<file path="config.mk">
export PLATFORM = sky130hd
export DESIGN_NAME = program_loader
export DESIGN_NICKNAME = d
export VERILOG_FILES = /design/src/rtl/program_loader_pkg.sv /design/src/rtl/program_loader_pin_sync_edge.sv /design/src/rtl/program_loader.sv
export SDC_FILE = /design/constraint.sdc
export NUM_CORES = 1
export LEC_CHECK = 0
export CORE_MARGIN = 2
export CORE_UTILIZATION = 42
export CTS_CLUSTER_DIAMETER = 80
export DETAILED_ROUTE_END_ITERATION = 6
export GPL_ROUTABILITY_DRIVEN = 1
export PLACE_DENSITY = 0.72
export SETUP_SLACK_MARGIN = 0.15
export SKIP_LAST_GASP = 1
export SYNTH_ARGS = -nofsm -noshare
export SYNTH_HDL_FRONTEND = slang
export SYNTH_SLANG_ARGS = --single-unit
</file>
<file path="constraint.sdc">
create_clock -name clk -period 1.2 [get_ports clk]
set_input_delay 0.36 -clock clk [delete_from_list [all_inputs] [get_ports clk]]
set_output_delay 0.36 -clock clk [all_outputs]
set_load 0.05 [all_outputs]
</file>
<file path="src/rtl/program_loader_pkg.sv">
// Shared definitions for the program loader boot stage.
//   - loader_state_e : loader FSM states (IDLE, LOAD, CHECK, RUN)
//   - DEPTH_DEF / ADDR_W_DEF : default image size and RAM address width
//   - CKSUM_W : width of the image checksum accumulator
//   - cksum_add() : modulo-256 checksum accumulation helper
package program_loader_pkg;

    localparam int DEPTH_DEF  = 16;
    localparam int ADDR_W_DEF = 4;
    localparam int CKSUM_W    = 8;

    typedef enum logic [1:0] {
        IDLE  = 2'd0,
        LOAD  = 2'd1,
        CHECK = 2'd2,
        RUN   = 2'd3
    } loader_state_e;

    // Accumulate one image byte into the running checksum; overflow wraps mod 256.
    function automatic logic [CKSUM_W-1:0] cksum_add(input logic [CKSUM_W-1:0] acc,
                                                     input logic [7:0]         data);
        return acc + data;
    endfunction

endpackage

</file>
<file path="src/rtl/program_loader_pin_sync_edge.sv">
// pin_sync_edge: synchronizes one asynchronous pin into the clk domain and
// flags its rising edge.
//   clk        : rising-edge clock
//   rst        : synchronous reset, active-high (chain and edge flop cleared)
//   pin        : asynchronous pin level
//   sync_level : pin level after SYNC_STAGES flops
//   sync_rise  : high for one cycle when sync_level goes 0 -> 1
module pin_sync_edge #(
    parameter int SYNC_STAGES = 2
) (
    input  logic clk,
    input  logic rst,
    input  logic pin,
    output logic sync_level,
    output logic sync_rise
);

    logic [SYNC_STAGES-1:0] sync_r;
    logic                   prev_r;

    // Synchronizer chain plus the delayed copy used for edge detection.
    always_ff @(posedge clk) begin
        if (rst) begin
            sync_r <= '0;
            prev_r <= 1'b0;
        end else begin
            sync_r <= {sync_r[SYNC_STAGES-2:0], pin};
            prev_r <= sync_r[SYNC_STAGES-1];
        end
    end

    assign sync_level = sync_r[SYNC_STAGES-1];
    assign sync_rise  = sync_r[SYNC_STAGES-1] & ~prev_r;

endmodule

</file>
<file path="src/rtl/program_loader.sv">
// program_loader: boot stage that receives a DEPTH-byte program over a
// 4-phase strobe/ack byte handshake, writes it into CPU RAM and keeps the
// CPU in reset until a complete image has been loaded.
//   clk, rst     : clock and synchronous active-high reset
//   load_req     : async pin, high requests a load (low aborts a load)
//   strobe       : async pin, rising edge marks data_in valid
//   data_in      : program byte, stable from strobe rise until ack rise
//   ram_addr     : RAM write address
//   ram_wdata    : RAM write data
//   ram_we       : single-cycle RAM write pulse
//   cpu_hold     : high holds the CPU in reset
//   loaded       : high once a complete image is accepted
//   ack          : handshake acknowledge, drops after strobe drops
//   checksum_err : sticky checksum failure (constant 0 unless enabled)
// Build option: define LOADER_CHECKSUM_EN to accept a trailing checksum byte
// after the image; the mod-256 sum of all DEPTH+1 bytes must be zero.
module program_loader
    import program_loader_pkg::*;
#(
    parameter int DEPTH       = DEPTH_DEF,
    parameter int ADDR_W      = ADDR_W_DEF,
    parameter int SYNC_STAGES = 2
) (
    input  logic              clk,
    input  logic              rst,
    input  logic              load_req,
    input  logic              strobe,
    input  logic [7:0]        data_in,
    output logic [ADDR_W-1:0] ram_addr,
    output logic [7:0]        ram_wdata,
    output logic              ram_we,
    output logic              cpu_hold,
    output logic              loaded,
    output logic              ack,
    output logic              checksum_err
);

    localparam logic [ADDR_W-1:0] LAST_ADDR = ADDR_W'(DEPTH - 1);

    logic load_req_s;
    logic load_req_rise_s;
    logic strobe_s;
    logic strobe_rise_s;

    loader_state_e     state_r,  state_nxt_s;
    logic [ADDR_W-1:0] count_r,  count_nxt_s;
    logic [ADDR_W-1:0] addr_r,   addr_nxt_s;
    logic [7:0]        wdata_r,  wdata_nxt_s;
    logic              we_r,     we_nxt_s;
    logic              hold_r,   hold_nxt_s;
    logic              loaded_r, loaded_nxt_s;
    logic              ack_r,    ack_nxt_s;
`ifdef LOADER_CHECKSUM_EN
    logic [CKSUM_W-1:0] sum_r,   sum_nxt_s;
    logic               phase_r, phase_nxt_s;   // data bytes done, expecting checksum byte
    logic               cerr_r,  cerr_nxt_s;
`endif

    pin_sync_edge #(.SYNC_STAGES(SYNC_STAGES)) u_load_req_sync (
        .clk        (clk),
        .rst        (rst),
        .pin        (load_req),
        .sync_level (load_req_s),
        .sync_rise  (load_req_rise_s)
    );

    pin_sync_edge #(.SYNC_STAGES(SYNC_STAGES)) u_strobe_sync (
        .clk        (clk),
        .rst        (rst),
        .pin        (strobe),
        .sync_level (strobe_s),
        .sync_rise  (strobe_rise_s)
    );

    // Next-state and registered-output logic for the loader FSM.
    always_comb begin
        state_nxt_s  = state_r;
        count_nxt_s  = count_r;
        addr_nxt_s   = addr_r;
        wdata_nxt_s  = wdata_r;
        we_nxt_s     = 1'b0;
        hold_nxt_s   = hold_r;
        loaded_nxt_s = loaded_r;
        ack_nxt_s    = ack_r;
`ifdef LOADER_CHECKSUM_EN
        sum_nxt_s    = sum_r;
        phase_nxt_s  = phase_r;
        cerr_nxt_s   = cerr_r;
`endif

        // ack is released only once the host has dropped its strobe.
        if (!strobe_s) begin
            ack_nxt_s = 1'b0;
        end else begin
            ack_nxt_s = ack_r;
        end

        // The address counter advances the cycle after each write; it wraps
        // to 0 naturally after the last byte.
        if (we_r) begin
            count_nxt_s = count_r + 1'b1;
        end else begin
            count_nxt_s = count_r;
        end

        case (state_r)
            IDLE: begin
                hold_nxt_s = 1'b1;
`ifdef LOADER_CHECKSUM_EN
                // After a checksum failure the error stays visible until the
                // host re-requests with a fresh load_req edge.
                if (load_req_s && (!cerr_r || load_req_rise_s)) begin
                    state_nxt_s  = LOAD;
                    count_nxt_s  = '0;
                    loaded_nxt_s = 1'b0;
                    sum_nxt_s    = '0;
                    phase_nxt_s  = 1'b0;
                    cerr_nxt_s   = 1'b0;
                end else begin
                    state_nxt_s  = IDLE;
                end
`else
                if (load_req_s) begin
                    state_nxt_s  = LOAD;
                    count_nxt_s  = '0;
                    loaded_nxt_s = 1'b0;
                end else begin
                    state_nxt_s  = IDLE;
                end
`endif
            end

            LOAD: begin
                if (!load_req_s) begin
                    state_nxt_s  = IDLE;
                    count_nxt_s  = '0;
                    loaded_nxt_s = 1'b0;
                end else if (we_r && (count_r == LAST_ADDR)) begin
`ifdef LOADER_CHECKSUM_EN
                    phase_nxt_s  = 1'b1;
`else
                    state_nxt_s  = RUN;
                    hold_nxt_s   = 1'b0;
                    loaded_nxt_s = 1'b1;
`endif
                end else if (strobe_rise_s && !ack_r) begin
`ifdef LOADER_CHECKSUM_EN
                    sum_nxt_s = cksum_add(sum_r, data_in);
                    ack_nxt_s = 1'b1;
                    if (phase_r) begin
                        state_nxt_s = CHECK;
                    end else begin
                        wdata_nxt_s = data_in;
                        addr_nxt_s  = count_r;
                        we_nxt_s    = 1'b1;
                    end
`else
                    wdata_nxt_s = data_in;
                    addr_nxt_s  = count_r;
                    we_nxt_s    = 1'b1;
                    ack_nxt_s   = 1'b1;
`endif
                end else begin
                    state_nxt_s = LOAD;
                end
            end

`ifdef LOADER_CHECKSUM_EN
            CHECK: begin
                if (!load_req_s) begin
                    state_nxt_s  = IDLE;
                    count_nxt_s  = '0;
                    loaded_nxt_s = 1'b0;
                end else if (sum_r == {CKSUM_W{1'b0}}) begin
                    state_nxt_s  = RUN;
                    hold_nxt_s   = 1'b0;
                    loaded_nxt_s = 1'b1;
                end else begin
                    state_nxt_s  = IDLE;
                    cerr_nxt_s   = 1'b1;
                end
            end
`endif

            RUN: begin
                hold_nxt_s   = 1'b0;
                loaded_nxt_s = 1'b1;
                if (load_req_rise_s) begin
                    state_nxt_s  = LOAD;
                    hold_nxt_s   = 1'b1;
                    loaded_nxt_s = 1'b0;
                    count_nxt_s  = '0;
`ifdef LOADER_CHECKSUM_EN
                    sum_nxt_s    = '0;
                    phase_nxt_s  = 1'b0;
                    cerr_nxt_s   = 1'b0;
`endif
                end else begin
                    state_nxt_s  = RUN;
                end
            end

            default: begin
                state_nxt_s  = IDLE;
                count_nxt_s  = '0;
                hold_nxt_s   = 1'b1;
                loaded_nxt_s = 1'b0;
            end
        endcase
    end

    // State and output registers; reset cancels any write pulse in flight.
    always_ff @(posedge clk) begin
        if (rst) begin
            state_r  <= IDLE;
            count_r  <= '0;
            addr_r   <= '0;
            wdata_r  <= 8'h00;
            we_r     <= 1'b0;
            hold_r   <= 1'b1;
            loaded_r <= 1'b0;
            ack_r    <= 1'b0;
`ifdef LOADER_CHECKSUM_EN
            sum_r    <= '0;
            phase_r  <= 1'b0;
            cerr_r   <= 1'b0;
`endif
        end else begin
            state_r  <= state_nxt_s;
            count_r  <= count_nxt_s;
            addr_r   <= addr_nxt_s;
            wdata_r  <= wdata_nxt_s;
            we_r     <= we_nxt_s;
            hold_r   <= hold_nxt_s;
            loaded_r <= loaded_nxt_s;
            ack_r    <= ack_nxt_s;
`ifdef LOADER_CHECKSUM_EN
            sum_r    <= sum_nxt_s;
            phase_r  <= phase_nxt_s;
            cerr_r   <= cerr_nxt_s;
`endif
        end
    end

    assign ram_addr  = addr_r;
    assign ram_wdata = wdata_r;
    assign ram_we    = we_r;
    assign cpu_hold  = hold_r;
    assign loaded    = loaded_r;
    assign ack       = ack_r;
`ifdef LOADER_CHECKSUM_EN
    assign checksum_err = cerr_r;
`else
    assign checksum_err = 1'b0;
`endif

endmodule

</file>
==> results.yml <==
synthesis:
  synthMuxAreaShare_pct: 10.9
  synthXorXnorAreaFrac_pct: 2.20
  yosysTopAreaCell: "dfxtp_1"
  netlist_top_cells_area: "dfxtp_1 47%, nand2b_1 14%, mux2i_1 11%"
  avgSynthCellArea_um2: 10.3
  synth_top_family_by_area: "simple AND/OR/NAND/NOR gates"
  synthCells: 116
  ys_types: 34
  synth_nets: 129
  ys.warnings.count: 0
  synth-seq-cells: 28
  seq_area_frac_synth_pct: 46.9
  synthSimpleGateAreaFrac_pct: 27.7
  synthAdderAreaFrac_pct: 1.05
  synth_compound_area_share_pct: 6.49
  synth_top_area_share_pct: 46.9
  synth_area_mm2: 0.00120
sta:
  setup_ws_ns: -0.0987
  setup_violations: 13
  fin_crit_sh_pct: 108
  hold_slack_ns: 0.454
  rsz0062_at_grt: "yes"
  min_period_ns: 1.30
  fmax_mhz: 770
  finalSetupTns_ns: -0.211
  hold_viol_final: 0
  report.final.slew_viol_count: 0
  skew_ns: 0.00323
cts:
  numCtsBuffers: 3
  cts_max_path_buffers: 2
  clock-sinks: 28
  clk_latency_ns: 0.32
  postCtsHoldBufs: 0
  cts.htree.levels: 1
  cts_root_buffer: "clkbuf_4"
  path_clk_slew_ns: 0.14
  cts_tree: "done"
floorplanning:
  chipWidth_um: 57.4
  die_h_um: 57.4
  dieArea_mm2: 0.00329
  initial_utilization_pct: 43.8
  pin_count: 29
  row_count: 19
  core_area_mm2: 0.00273
layout:
  syn2layout_area_growth_pct: 60.1
  nNetsFinal: 175
  diodes: 0
  utilization_pct: 70.1
  fin_area_mm2: 0.00192
  drive_above_1_share_pct: 41.6
routing:
  drt-initial-drc-count: 23
  wl_um: 2630
  avgViaCountPerCell: 5.08
  drcViolationCount: 0
  drtAntennaViolNets: 0
  vias: 976
  firstDrtPassIters: 4
  wl_per_cell_um: 13.7
worst_setup_path:
  cp_max_fo: 2
  critPathCaptureType: "output port"
  max_stage_delay_ns: 0.37
  critPathArrivalTime_ns: 0.94
  r2r_slack_ns: -0.04
  cp.required_ns: 0.84
  start_kind: "flop"
  path_cells: "buf_6, buf_12"
  path_class: "flop to output port"
  critPathSlowestCell: "dfxtp_4"
job:
  max_cap_viol_count: 0
power_and_ir_drop:
  p_int_mw: 1.19
  p_comb_share_pct: 7.9
  p_clk_share_pct: 30.0
  p_sw_uw: 319
  irDropWorstVdd_uv: 694
  seqPwrFrac_pct: 62.1
  swShare_pct: 21.2
  power.density_mw_per_mm2: 787
  power_leakage_nw: 0.908
placement:
  hpwl_um: 1880
  place.gp.congestion: 0.741
  dpl_cell_area_mm2: 0.00175
  port_buffers: 27
global_routing:
  grt_pass1_wl_um: 4570
  grtUsageTotal_pct: 17.6
  grt_pass1_vias: 1038
  antenna_found_initial: 0
  grt_max_degree: 16
  grt_overflow: 0
status:
  status: "finished, violations left"
  violations: "negative setup slack"
hold_path:
  worstHoldPathType: "flop to flop"
synthesized netlist by cell type (all sizes together):
library cell   n
a211o          1
a21oi          1
a22oi          1
a2bb2oi        1
a311o          1
a31oi          1
a41o           1
and2           1
and3b          2
and4           1
and4bb         1
buf            4
clkbuf         3
conb           1
dfxtp         28
ha             1
inv            2
mux2i         13
nand2          3
nand2b        26
nand4          2
nand4b         1
nor2           6
nor2b          5
nor4b          1
o21a           1
o21ai          1
o32ai          1
or2b           1
or3            1
xnor2          1
xor2           2
state kept, by name, summed over array words and instances (netlist names), named ones only:
name                    cells
ram_wdata                   8
count_r                     4
ram_addr                    4
u_load_req_sync.sync_r      2
u_strobe_sync.sync_r        2
ack                         1
cpu_hold                    1
loaded                      1
ram_we                      1
state_r                     1
u_load_req_sync.prev_r      1
u_strobe_sync.prev_r        1
metrics by stage:
step	cells	setup slack (ns)	power, mW
after floorplan	116	-0.0855	1.02
after global placement	182	-0.216	1.07
after detailed placement	182	-0.282	1.08
after CTS	192	-0.113	1.53
after global routing	192	-0.140	1.58
final	192	-0.0987	1.51
final timing paths:
kind | endpoint | cells past startpoint | from
setup / recovery | ram_we | 2 | ram_we
setup reg to reg | cpu_hold | 5 | count_r[1]
hold / removal | u_load_req_sync.sync_r[1] | 1 | u_load_req_sync.sync_r[0]
hold reg to reg | u_load_req_sync.sync_r[1] | 1 | u_load_req_sync.sync_r[0]
power by group through the flow:
stage | clock [mW] | combinational, mW | sequential, mW
final | 0.453 | 0.119 | 0.936
after global routing | 0.518 | 0.128 | 0.938
after CTS | 0.477 | 0.119 | 0.938
after detailed placement | 0 | 0.116 | 0.962
after global placement | 0 | 0.113 | 0.961
after floorplan | 0 | 0.0524 | 0.963
cells in the final DEF (no fill, tap or decap), types with 2 or more instances in the layout:
cell / n
buf_6: 3
nor2_1: 6
nor2b_1: 5
dfxtp_4: 4
and3b_1: 2
buf_12: 17
nand4_1: 2
clkbuf_4: 3
clkdlybuf4s50_1: 11
mux2i_1: 13
nand2b_1: 26
dfxtp_2: 16
inv_1: 2
xor2_1: 2
buf_4: 16
dfxtp_1: 8
nand2_1: 3
nand4b_4: 2
metal layers:
layer	track usage [%]	vias to the layer above	wire [µm]
met5	0	-	0
met4	5.98	0	19
li1	-	480	-
met2	33.3	31	1430
met1	20.2	461	1060
met3	2.04	4	115
cell families after synthesis:
family	after synthesis
other cells	1
buf+inv	9
flops	28
fa+ha+maj	1
mux	13
xor+xnor	3
simple gates	51
compound gates	10
final cells by class:
type                       count  area (µm²)
sequential                    28         596
inverter                       2        7.51
timing repair buffer          47         604
tap                           31        38.8
multi-input combinational     80         633
clock buffer                   4        36.3
fill                         206         818
worst max-delay path: cells and delay by family, from the launching register on:
family	cells	cell delay, ns
flip-flops	1	0.37
buffers and inverters	2	0.24
timing repair:
action | 4_1_cts | 5_1_grt
pin swaps | 7 | 2
endpoints found under the hold margin | 0 | 0
gates resized for setup | 26 | 3
cloned | 1 | 0
buffers inserted | 5 | 0
setup endpoints to repair | 37 | 37
Power figures use the tool's default switching activity.
